`config.mk`:
```
export PLATFORM = sky130hd
export DESIGN_NAME = i2s_master_tx
export DESIGN_NICKNAME = d
export VERILOG_FILES = /design/src/rtl/i2s_master_tx.sv
export SDC_FILE = /design/constraint.sdc
export NUM_CORES = 1
export LEC_CHECK = 0
export CAP_MARGIN = 20
export CORE_UTILIZATION = 25
export DETAILED_ROUTE_END_ITERATION = 16
export MAX_ROUTING_LAYER = met4
export PLACE_DENSITY = 0.43
export SKIP_LAST_GASP = 1
export SLEW_MARGIN = 20
export SYNTH_ARGS = -nofsm -noshare
export SYNTH_HDL_FRONTEND = slang
export SYNTH_SLANG_ARGS = --single-unit
```
`constraint.sdc`:
```
create_clock -name clk -period 3.05 [get_ports clk]
set_clock_uncertainty 0.15 [all_clocks]
set_input_delay 0.61 -clock clk [delete_from_list [all_inputs] [get_ports clk]]
set_output_delay 0.61 -clock clk [all_outputs]
set_load 0.05 [all_outputs]
```
`src/rtl/i2s_master_tx.sv`:
```
// I2S bus master transmitter: generates bclk (64 x lrclk) and lrclk, and serialises a stereo pair per frame.
// Optional macro LEFT_JUSTIFIED_EN selects left-justified framing instead of standard I2S (one-bit delay).
module i2s_master_tx #(
   parameter int unsigned BITSIZE = 24,
   parameter int unsigned CLKDIV  = 2
) (
   input  logic               clk,
   input  logic               resetn,
   input  logic               enable,
   input  logic [BITSIZE-1:0] left_in,
   input  logic [BITSIZE-1:0] right_in,
   output logic               sample_req,
   output logic               bclk,
   output logic               lrclk,
   output logic               sdata
);

   localparam int unsigned DW = (CLKDIV > 1) ? $clog2(CLKDIV) : 1;
   localparam int unsigned IW = (BITSIZE > 1) ? $clog2(BITSIZE) : 1;
`ifdef LEFT_JUSTIFIED_EN
   localparam int unsigned MAX_BITS = 32;
`else
   localparam int unsigned MAX_BITS = 31;
`endif

   if (BITSIZE < 1 || BITSIZE > MAX_BITS) begin : g_bad_bitsize
      $error("i2s_master_tx: BITSIZE out of range");
   end
   if (CLKDIV < 1) begin : g_bad_clkdiv
      $error("i2s_master_tx: CLKDIV must be >= 1");
   end

   logic [DW-1:0]      div_cnt;
   logic [5:0]         bit_cnt;
   logic [BITSIZE-1:0] hold_l;
   logic [BITSIZE-1:0] hold_r;

   logic               div_tc_c;
   logic               fall_c;
   logic               frame_start_c;
   logic [5:0]         bit_cnt_nxt_c;
   logic [BITSIZE-1:0] hold_l_nxt_c;
   logic [BITSIZE-1:0] hold_r_nxt_c;
   logic [BITSIZE-1:0] word_c;
   logic [4:0]         pos_c;
   logic [IW-1:0]      idx_c;
   logic               sdata_nxt_c;

   // Next-bit selection: sdata is computed from the post-fall slot position and holds
   always_comb begin
      div_tc_c      = (div_cnt == DW'(CLKDIV - 1));
      fall_c        = div_tc_c & bclk;
      frame_start_c = fall_c & (bit_cnt == 6'd63);
      bit_cnt_nxt_c = bit_cnt + 6'd1;
      hold_l_nxt_c  = hold_l;
      hold_r_nxt_c  = hold_r;
      idx_c         = '0;
      sdata_nxt_c   = 1'b0;
      if (frame_start_c) begin
         hold_l_nxt_c = enable ? left_in  : '0;
         hold_r_nxt_c = enable ? right_in : '0;
      end
      pos_c  = bit_cnt_nxt_c[4:0];
      word_c = bit_cnt_nxt_c[5] ? hold_r_nxt_c : hold_l_nxt_c;
`ifdef LEFT_JUSTIFIED_EN
      if (32'(pos_c) < BITSIZE) begin
         idx_c       = IW'(BITSIZE - 32'd1 - 32'(pos_c));
         sdata_nxt_c = word_c[idx_c];
      end
`else
      if (pos_c != 5'd0 && 32'(pos_c) <= BITSIZE) begin
         idx_c       = IW'(BITSIZE - 32'(pos_c));
         sdata_nxt_c = word_c[idx_c];
      end
`endif
   end

   // Clock divider, bit counter and serial output; state moves only on bclk fall events
   always_ff @(posedge clk or negedge resetn) begin
      if (!resetn) begin
         div_cnt    <= '0;
         bclk       <= 1'b0;
         bit_cnt    <= 6'd63;
         lrclk      <= 1'b1;
         sdata      <= 1'b0;
         sample_req <= 1'b0;
         hold_l     <= '0;
         hold_r     <= '0;
      end else begin
         sample_req <= frame_start_c;
         if (div_tc_c) begin
            div_cnt <= '0;
            bclk    <= ~bclk;
         end else begin
            div_cnt <= div_cnt + DW'(1);
         end
         if (fall_c) begin
            bit_cnt <= bit_cnt_nxt_c;
            lrclk   <= bit_cnt_nxt_c[5];
            hold_l  <= hold_l_nxt_c;
            hold_r  <= hold_r_nxt_c;
            sdata   <= sdata_nxt_c;
         end
      end
   end

endmodule

```
==> metrics.md, run 1 <==
| Metric | Value |
|---|---|
| Outcome | `complete, no violations` |
| Hold Fails Final Rpt | `0` |
| Post-place setup slack | `-0.134 ns` |
| Routed wire per std cell | `14.9 um` |
| RSZ-0062 raised after global routing | `false` |
| Clock Latency Late Sink | `0.33 ns` |
| Fin crit period | `2.91 ns` |
| Final WL | `just under 9 mm` |
| Internal | `1.48 mW` |
| Netlist Area Pre-Place | `roughly 3100 um2` |
| Placed Area | `4010 um2` |
| Clk pwr share | `roughly half` |
| Asr flop ratio synth | `100%` |
| Period utilisation layout | `a little over nine tenths` |
| Leakage | `1.74 nW` |
| Cts hold-fix bufs | `0` |
| DRC violations left | `0` |
| Top cells by area, synth | `dfrtp_1 42%, nand2_1 10%, dfstp_2 5.1%, nand3_1 5.0%, o21ai_0 5.0%` |
| DP HPWL | `6.68 mm` |
| Initial antenna violation count | `0` |
| Via count | `2,794` |
| Port Buffer Count | `54` |
| GP Congestion | `roughly 0.87` |
| Share of layout cells above drive strength 1 | `17.3%` |
| Mapped Cells | `351` |
| Critical path arrival | `between 3 and 4 ns` |
| Core Box Area | `12,100 um2` |
| Min-delay worst type | `in -> async` |
| WS Path Type | `reg -> reg` |
| Worst setup path endpoint | `sdata` |
| Max_cap viols | `0` |
| Tot GR Track Use | `15.3%` |
| Reg2Reg Launch Point | `bit_cnt[0]` |
| Clk pin slew, worst setup/hold paths | `0.05 ns` |
| R2r endpoint | `sdata` |
| Design area | `4310 um2` |
| Reg power frac | `41.6%` |
| Syn-to-layout area delta | `38.4%` |
| Most frequent cell after synthesis | `nand2_1` |
| NetSw | `0.397 mW` |
| Sw Ratio | `21.2%` |
| Slowest-stage cell, CP | `dfstp_2` |
| Chip Width | `114 um` |
| Slew Viols, Final | `0` |
| DIE AREA | `12,900 um2` |
| CTS buffer count | `9` |
| # nets final | `476` |
| Post-synth top flop | `dfrtp_1` |
| Vias in the first global route | `2,883` |
| Worst slew pin tran | `0.671 ns` |
| Crit end category | `flip-flop` |
| Synth unique cells | `50` |
| Sequential area share after synthesis | `about 47%` |
| CTS tree | `done` |
| Crit path max fanout | `22` |
| Yosys reg bits | `just under 60` |
| Post-Layout Cell Count | `596` |
| Clk sinks | `58` |
| Maximum vdd drop | `around 0.22 mV` |
| Final setup violation count | `0` |
| R2r worst-path depth | `10` |
| IO Pins | `55` |
| Synth warn | `0` |
| Total grt overflow | `0` |
| Drt via density | `4.69` |
| Largest net degree at the start of global routing | `28` |
| Placed instance count | `581` |
| Worst-case clock buffer depth | `2` |
| P per Cell Area | `434 nW/um2` |
| Post-Syn Nets | `between 400 and 500` |
| Number of enable flip-flop cells after synthesis | `0` |
| H-tree level count | `3` |
| Cell chain of the critical path | `ha_1 -> nand4_4 -> or2_4 -> buf_4 -> o2111ai_1 -> a21oi_1 -> nor4_2 -> nor4_1 -> or4_1 -> a2bb2oi_2` |
| Initial core utilization | `roughly 26%` |
| Relative slew slack | `55.3%` |
| Die Y | `114 um` |
| Detail Route Antenna Nets | `0` |
| Num rows | `40` |
| CP peak stage delay | `0.54 ns` |
| Post-CTS Setup Bufs | `0` |
| Crit path launch | `bit_cnt[0]` |
| Synth cell count leaders | `86 x nand2_1, 52 x dfrtp_1, 31 x nand3_1, 31 x o21ai_0, 17 x a21oi_1` |
| Synth top area share | `around two fifths` |
| Drt first pass iters | `5` |
| R2R setup slack | `0.14 ns` |
| Crit start category | `flip-flop` |
| Combinational group share of total power | `6.9%` |
| Setup slack after layout | `0.144 ns` |
| First-pass GRT wire length | `14.6 mm` |
| Highest clock rate | `344 MHz` |
| Synthesized area per cell | `8.88 um2` |
| Root Buffer | `clkbuf_16` |
| Worst Path Required | `3.16 ns` |
| Antenna cells | `0` |
| Cell type with the highest aggregate area in the netlist | `dfrtp_1` |
| DR iter-0 viols | `124` |
## flip-flops by register name, summed over array words and instances, names as in the netlist
| register | cells |
|---|---|
| hold_r | 24 |
| hold_l | 24 |
| sample_req | 1 |
| bit_cnt | 5 |
| sdata | 1 |
| lrclk | 1 |
| div_cnt | 1 |
| bclk | 1 |
## worst max-delay path: cells and delay by family, from the launching register on
kind	cells	cell delay (ns)
buffers and inverters	1	0.21
flip-flops	1	0.54
AO/OA/AOI/OAI	3	0.49
AND/OR/NAND/NOR	5	1.25
adder cells (fa/ha/maj)	1	0.21
## layout make-up
type                            count  area (um2)
Tap cell                          168         210
Timing Repair Buffer               87         825
Clock buffer                        9         225
Multi-Input combinational cell    252        1480
Fill cell                        1260        7750
Sequential cell                    58        1460
Clock inverter                      6        58.8
Inverter                           16        60.1
## metal layers
metal  vias up  global-route usage, %  wire length (um)
met5         -                      -                 0
met4         0                   6.14               174
met3        14                   3.08               283
met2        44                   25.0              4350
met1      1354                   18.5              4060
li1       1382                      -                 -
## power groups by stage
| stage | clock network [mW] | registers, mW | logic [mW] |
|---|---|---|---|
| floorplan | 0 | 0.794 | 0.0248 |
| global placement | 0 | 0.792 | 0.131 |
| detailed placement | 0 | 0.792 | 0.131 |
| CTS | 0.988 | 0.779 | 0.132 |
| global route | 1.02 | 0.779 | 0.142 |
| finish | 0.964 | 0.779 | 0.129 |
## placed cells by master (no fill, tap or decap), drive strengths merged, types with 3 or more instances in the layout
cell and instances:
a21oi 17, buf 34, clkbuf 9, clkdlybuf4s50 53
clkinv 6, dfrtp 52, dfstp 6, inv 15
mux2 6, mux2i 3, mux4 3, nand2 87
nand3 31, nor2 6, nor3 11, nor4 4
o2111ai 4, o211ai 4, o21ai 33, o221ai 6
xnor2 7
## kinds of logic after synthesis
kind of cell / after synthesis / synth area share [%]
AND/OR/NAND/NOR: 149 / 21.5
AO/OA/AOI/OAI: 81 / 17.2
adder cells (fa/ha/maj): 1 / 0.401
multiplexers: 12 / 5.30
flip-flops: 58 / 46.8
buffers and inverters: 41 / 6.34
XOR/XNOR: 9 / 2.53
## worst min-delay path by stage
stage          startpoint   endpoint
3_5_place_dp    hold_l[1]  hold_l[1]
4_1_cts            resetn  hold_r[1]
5_1_grt            resetn  hold_r[1]
2_1_floorplan      resetn       bclk
6_report           resetn  hold_r[1]
3_3_place_gp    hold_l[0]  hold_l[0]
## repair_timing
item,4_1_cts,5_1_grt
pin swaps,0,1
setup endpoints to repair,1,1
resized for setup,1,3
## stage by stage
step / setup TNS, ns / utilization, % / hold slack, ns / power [mW]
floorplan: 0 / - / 0.164 / 0.818
global placement: 0 / 33.3 / 0.292 / 0.923
detailed placement: -0.134 / 33.3 / 0.299 / 0.923
CTS: 0 / 35.7 / 0.186 / 1.90
global route: 0 / 35.8 / 0.208 / 1.95
finish: 0 / 35.8 / 0.166 / 1.87
No activity file was read; power rests on OpenSTA's default activity.
==> run 2: changes to the inputs <==
--- a/config.mk
+++ b/config.mk
@@ -6,6 +6,7 @@
 export NUM_CORES = 1
 export LEC_CHECK = 0
 export CAP_MARGIN = 20
+export CORE_MARGIN = 5
 export CORE_UTILIZATION = 25
 export DETAILED_ROUTE_END_ITERATION = 16
 export MAX_ROUTING_LAYER = met4
==> metrics.md, run 2 (synthesis gave the netlist of run 1 again) <==
| Metric | Value |
|---|---|
| Crit start category | `flip-flop` |
| Slew Viols, Final | `0` |
| Routed wire per std cell | `15.0 um` |
| Family with the most delay on the worst path | `simple AND/OR/NAND/NOR gates` |
| GR Util met2 | `21.4%` |
| Syn-to-layout area delta | `38.6%` |
| Hold Fails Final Rpt | `0` |
| Post-place setup slack | `-0.0989 ns` |
| Via count | `2,715` |
| Leakage | `around 1.7 nW` |
| Port Buffer Count | `54` |
| Reg2Reg Launch Point | `bit_cnt[0]` |
| Placed Area | `between 4000 and 5000 um2` |
| Post-CTS Setup Bufs | `0` |
| Reg area | `1460 um2` |
| Share of layout cells above drive strength 1 | `16.9%` |
| Total grt overflow | `0` |
| Num rows | `40` |
| M3 GR Usage | `roughly 3.7%` |
| # nets final | `473` |
| Cell chain of the critical path | `ha_2 -> nand4_4 -> or2_2 -> buf_12 -> o2111ai_1 -> a21oi_1 -> nor4_1 -> nor4_1 -> or4_1 -> a2bb2oi_2` |
| Critical path arrival | `about 3 ns` |
| Most frequent cells in the layout | `86 x nand2_1, 53 x clkdlybuf4s50_1, 52 x dfrtp_1` |
| Buf+Inv Stages, Crit Path | `1` |
| Design area | `4320 um2` |
| Hold slack final | `0.120 ns` |
| First-pass GRT wire length | `14.6 mm` |
| H-tree level count | `3` |
| Most used cell, CP | `nor4_1` |
| Setup slack after layout | `0.0917 ns` |
| Core Box Area | `12,100 um2` |
| DR iter-0 viols | `84` |
| IO Pins | `55` |
| Antenna cells | `0` |
| P per Cell Area | `438 nW/um2` |
| Root Buffer | `clkbuf_16` |
| NetSw | `0.393 mW` |
| Die Y | `122 um` |
| Clk pwr share | `between 50 and 60%` |
| CP peak stage delay | `0.55 ns` |
| Highest clock rate | `approximately 340 MHz` |
| Layer carrying the most global-route usage | `met2` |
| DRC violations left | `0` |
| Relative slew slack | `between 50% and 60%` |
| Area occupied by multi-input gates | `about 1500 um2` |
| Crit path launch | `bit_cnt[0]` |
| Crit path max fanout | `41` |
| Chip Width | `122 um` |
| Post-layout util | `a little over a third` |
| Worst slew pin tran | `0.598 ns` |
| Cts hold-fix bufs | `0` |
| Slowest-stage cell, CP | `dfstp_2` |
| Initial core utilization | `25.7%` |
| Final setup violation count | `0` |
| Initial antenna violation count | `0` |
| Crit end category | `flip-flop` |
| Tot GR Track Use | `13.2%` |
| Post-Layout Cell Count | `593` |
| # fillers | `~1,300` |
| CTS tree | `done` |
| Min-delay worst type | `in -> async` |
| Max_cap viols | `0` |
| Fin crit period | `2.96 ns` |
| Clk sinks | `58` |
| Placed instance count | `approximately 580` |
| Worst-case clock buffer depth | `2` |
| Maximum vdd drop | `0.198 mV` |
| CTS buffer count | `9` |
| Clock Latency Late Sink | `0.32 ns` |
| Detail Route Antenna Nets | `0` |
| Clk pin slew, worst setup/hold paths | `about 0.050 ns` |
| Largest net degree at the start of global routing | `between 50 and 60` |
| Internal | `1.50 mW` |
| Final WL | `just under 9 mm` |
| M1 GR Usage | `16.0%` |
| Reg power frac | `41.2%` |
| Sw Ratio | `20.7%` |
| DIE AREA | `14,800 um2` |
| WS Path Type | `reg -> reg` |
| Drt via density | `4.58` |
| Worst Path Required | `3.16 ns` |
| Commonest non-fill, non-tap cell in the layout | `nand2_1` |
| Period utilisation layout | `around 97%` |
| GP Congestion | `0.852` |
| Combinational group share of total power | `~6.9%` |
| Largest registers | `hold_l: 24 flops, hold_r: 24 flops, bit_cnt: 5 flops` |
| Vias in the first global route | `2,814` |
| Outcome | `complete, no violations` |
| Drt first pass iters | `4` |
| DP HPWL | `6.60 mm` |
## run 2: cell count changes in the layout (fill, tap and decap cells not counted), sizes merged
cell      before  now
clkbuf         9   10
buf           34   31
clkinv         6    3
clkinvlp       0    2
## run 2: path summary, 6_finish.rpt
path                                   end  slack [ns]  cells after the start
worst max-delay path                 sdata        0.09                     10
worst min-delay path            hold_l[16]        0.12                      2
worst max register to register       sdata        0.09                     10
worst min register to register   hold_l[9]        0.30                      2
max in group asynchronous       bit_cnt[3]        2.31                      2
min in group clk                 hold_l[9]        0.30                      2
## run 2: metrics by stage
step	TNS (ns)	power, mW
2_1_floorplan	0	0.818
3_3_place_gp	0	0.925
3_5_place_dp	-0.0989	0.925
4_1_cts	0	1.93
5_1_grt	-0.00253	1.98
6_report	0	1.89
## run 2: power groups by stage
stage | combinational, mW | sequential (mW) | clock [mW]
6_report | 0.131 | 0.779 | 0.984
5_1_grt | 0.145 | 0.779 | 1.05
3_5_place_dp | 0.133 | 0.792 | 0
2_1_floorplan | 0.0248 | 0.794 | 0
3_3_place_gp | 0.133 | 0.792 | 0
4_1_cts | 0.134 | 0.779 | 1.01
## run 2: final cells by class
class                   instances  share of cell area [%]
inverters                      16                    1.45
flip-flops and latches         58                    33.8
repair buffers                 84                    18.9
multi-input cells             252                    34.2
clock inverters                 5                    1.27
well taps                     168                    4.87
clock buffers                  10                    5.53
## run 2: per-layer routing
layer	wire length (um)	part of all wire [%]
met5	0	0
met2	4490	50
met1	4060	46
met3	293	3.3
met4	76	0.85
## run 2: timing repair
item,CTS,global route
endpoints found under the hold margin,0,0
setup endpoints to repair,0,1
gates resized for setup,0,9
==> RTL change 1: new RTL, settings of run 2 <==
The parameter `BITSIZE` goes from 24 to 12.
--- a/src/rtl/i2s_master_tx.sv
+++ b/src/rtl/i2s_master_tx.sv
@@ -1,7 +1,7 @@
 // I2S bus master transmitter: generates bclk (64 x lrclk) and lrclk, and serialises a stereo pair per frame.
 // Optional macro LEFT_JUSTIFIED_EN selects left-justified framing instead of standard I2S (one-bit delay).
 module i2s_master_tx #(
-   parameter int unsigned BITSIZE = 24,
+   parameter int unsigned BITSIZE = 12,
    parameter int unsigned CLKDIV  = 2
 ) (
    input  logic               clk,
Ports: changed (resized left_in and right_in); port bits go from 55 to 31. No check against the original RTL was run, so the function may have changed too.
==> RTL change 1 against run 2 <==
Design area decreased by 45%. Area after synthesis decreased by 41%. Non-clock buffer count decreased by 39. Die area decreased by 38%. Total power decreased by 55%. Worst setup slack improved by 0.29 ns. Sequential share of layout area increased by 2.2 points. Wire length decreased by 48%. Sequential cell count decreased by 24.
==> RTL change 1: results (changes against run 2) <==
Outcome
  – Run status: completed

Clocking
  – Num CTS Buffers: 5 (-4)
  – Worst-path clk slew: 0.07 ns (+0.02 ns)
  – H-tree levels: 2 (-1)

Synth
  – Post-synthesis cell type count: 39 (-22%)
  – Synth top cells by count: nand2_1, dfrtp_1, nand3_1
  – Post-synthesis cell area: 1840 µm² (-41%)
  – Syn avg cell area: 9.27 µm² (+4.4%)
  – Part of the Yosys area used for sequential elements: 0.468 (about the same)
  – Register bit count reported by yosys: 34 (-41%)

GRT
  – Number of global-route vias before repair: 1593 (-43%)
  – First-pass GRT wire length: 7980 µm (-45%)
  – GRT Util Overall: 0.119 (-0.0129)
  – Met3 Resource Use GR: 0.0284 (-0.00873)
  – Largest net degree at the start of global routing: 35 (-41%)

Timing
  – Final worst path period share: 0.873 (-0.0966)
  – Hold WS: 0.313 ns (+0.193 ns)

Power
  – Leak: 0.911 nW (-47%)

Hold path
  – Type of the most critical hold path: reg2reg

Drt
  – Routed length on met1: 2250 µm (-44%)
  – Via count: 1518 (-44%)
  – Drt wl/cell: 13.8 µm (-8.5%)

Cells and area
  – Final clock-cell share: 0.0383 (-0.0298)
  – Final nets: 263 (-44%)
  – Non-Filler Instances: 335 (-44%)
  – Buffers excl. clock: 45 (-46%)
  – #MultiIn Comb: 147 (-42%)
  – Area of the multi-input gates: 873 µm² (-41%)
  – Non-Clock Buffer Area Fraction: 0.178 (-0.0110)
  – Share of layout cells above drive strength 1: 0.161 (-0.00839)

Place
  – DP Area: 2290 µm² (-43%)
  – Placer congestion estimate: 0.768 (-9.9%)
  – Post-DP HPWL: 3380 µm (-49%)

Critical path
  – CP Max Fanout: 7 (-83%)
[RTL change 1: changes by cell type after synthesis, sizes merged, moves of 8 or more]
| cell | change |
|---|---|
| a21oi | -10 |
| inv | -14 |
| nand2 | -42 |
| nor3 | -8 |
| nand3 | -8 |
| clkbuf | -10 |
| o21ai | -10 |
| dfrtp | -24 |
[RTL change 1: kinds of logic after synthesis]
kind of cell	Yosys count	share of synthesized area
AND/OR/NAND/NOR	87	0.224
XOR/XNOR	10	0.0477
flip-flops	34	0.468
buffers and inverters	17	0.0566
AO/OA/AOI/OAI	39	0.127
adder cells (fa/ha/maj)	1	0.00682
multiplexers	10	0.0702
[RTL change 1: power by group]
| group | switching, mW | internal, mW |
|---|---|---|
| logic | 0.0230 | 0.0344 |
| registers | 0 | 0.451 |
| clock network | 0.165 | 0.182 |
| total | 0.188 | 0.668 |
==> RTL change 2: new RTL, flow settings as in run 2 <==
Made on the original files. Make the reset (`resetn`) synchronous in one clocked block.
--- a/src/rtl/i2s_master_tx.sv
+++ b/src/rtl/i2s_master_tx.sv
@@ -76,7 +76,7 @@
    end
 
    // Clock divider, bit counter and serial output; state moves only on bclk fall events
-   always_ff @(posedge clk or negedge resetn) begin
+   always_ff @(posedge clk) begin
       if (!resetn) begin
          div_cnt    <= '0;
          bclk       <= 1'b0;
Formal check against the unedited RTL: differs if resetn is asserted again (counterexample within 4 cycles, from zero or initial values and one cycle with resetn low); with resetn held inactive, the same outputs for 10 cycles.
==> RTL change 2 against run 2 <==
Fmax grew 7.8%. Design area shrank 4.2%. Utilization is 0.92 points lower. Synthesized cell count fell by 6.3%. Sequential cell count is the same. Worst setup slack better by 0.21 ns. Wire length up 6.9%. Area after synthesis fell by 3.6%. Critical path depth fell by 1. Critical endpoint is now sdata.
Power is not compared: it rests on default switching activity, and its combinational part moved more than twofold at a synthesized area within 25%.
==> RTL change 2: results (changes against run 2) <==
Critical path
  – CP Max Fanout: 10 (-76%)
  – WP data arrival: 2.85 ns (-0.21 ns)
  – RR Startpoint: bit_cnt[3]
  – Reg2Reg Depth: 9 (-1)

Drt
  – Routed wire length: 9540 µm (+6.9%)
  – Initial DRC count: 256 (+200%)
  – Vias per inst: 5.13 (+12%)

Place
  – Placer congestion estimate: 0.864 (+1.4%)
  – Pre-CTS setup slack: 0.202 ns (+0.301 ns)
  – Post-DP HPWL: 7100 µm (+7.6%)

GRT
  – GRT Util Overall: 0.139 (+0.00749)
  – Largest net degree at the start of global routing: 35 (-41%)
  – Number of global-route vias before repair: 2757 (-2.0%)
  – First-pass GRT wire length: 15200 µm (+4.0%)

Hold path
  – Type of the most critical hold path: reg2reg

Synth
  – Syn nets: 381 (-5.5%)
  – Post-synthesis cell type count: 54 (+8.0%)
  – Part of the Yosys area used for sequential elements: 0.386 (-0.0817)
  – Synth warnings: 0 (unchanged)
  – Asr flop ratio synth: 0 (-1.00)
  – Area contributors post-synth: dfxtp_1, a22o_1, a32o_1, mux2i_1, nand2_1

Cells and area
  – Share of layout cells above drive strength 1: 0.137 (-0.0324)
  – Fillers: 1237 (-3.2%)
  – Final nets: 441 (-6.8%)

Power
  – Worst vdd ir: 0.214 mV

Clocking
  – # Post-CTS Setup Buffers: 0 (unchanged)

Outcome
  – Run status: completed
## RTL change 2: changes by cell type in the layout (fill, tap and decap cells not counted), moves of 14 or more
cell / change
dfxtp_1: +58
nand2_1: -58
dfrtp_1: -52
a22o_1: +35
nand3_1: -15
a32o_1: +14
## RTL change 2: cell families after synthesis
kind of cell / count (synthesis) / synth area share
xor gates and xnor gates: 10 / 0.0291
and+or+nand+nor: 94 / 0.162
DFF: 58 / 0.386
AOI/OAI and AO/OA: 108 / 0.276
muxes: 25 / 0.0953
adders and majority gates: 1 / 0.00416
buffers and inverters: 33 / 0.0466
## RTL change 2: worst paths after layout
path                                   to  slack (ns)
worst max register to register      sdata        0.30
worst min-delay path            hold_l[8]        0.32
worst max-delay path                sdata        0.30
worst min register to register  hold_l[8]        0.32
## RTL change 2: area by class of cell
class / instances / area, µm² / area share
clock inverter: 6 / 90.1 / 0.0218
tap: 147 / 184 / 0.0444
sequential: 58 / 1160 / 0.281
multi-input combinational: 238 / 1710 / 0.412
inverter: 1 / 3.75 / 0.000907
timing repair buffer: 81 / 756 / 0.183
clock buffer: 10 / 239 / 0.0577
## RTL change 2: power breakdown
| group | leakage (nW) | switching [mW] | internal (mW) | total, mW |
|---|---|---|---|---|
| logic | 0.978 | 0.242 | 0.216 | 0.458 |
| clock network | 0.159 | 0.372 | 0.738 | 1.11 |
| registers | 0.468 | 0.0133 | 0.767 | 0.780 |
## RTL change 2: worst max-delay path, cell delays in order, from the launching register on
cell and delay [ns]:
dfxtp_1 0.49, nand2_1 0.16, or3_1 0.40, and2_1 0.24
buf_4 0.22, mux2i_1 0.14, a311oi_1 0.33, a2bb2oi_1 0.11
a211o_1 0.30, a32oi_1 0.13
## RTL change 2: routing by layer
layer	vias up	wire length, µm	global-route usage
met1	1323	4450	0.183
li1	1383	-	-
met2	60	4510	0.211
met4	0	157	0.0422
met5	-	0	-
met3	12	419	0.0353
## RTL change 2: through the flow
step	instances	hold slack, ns
finish	541	0.315
global placement	525	0.294
global route	541	0.333
floorplan	329	0.286
detailed placement	525	0.307
CTS	541	0.318
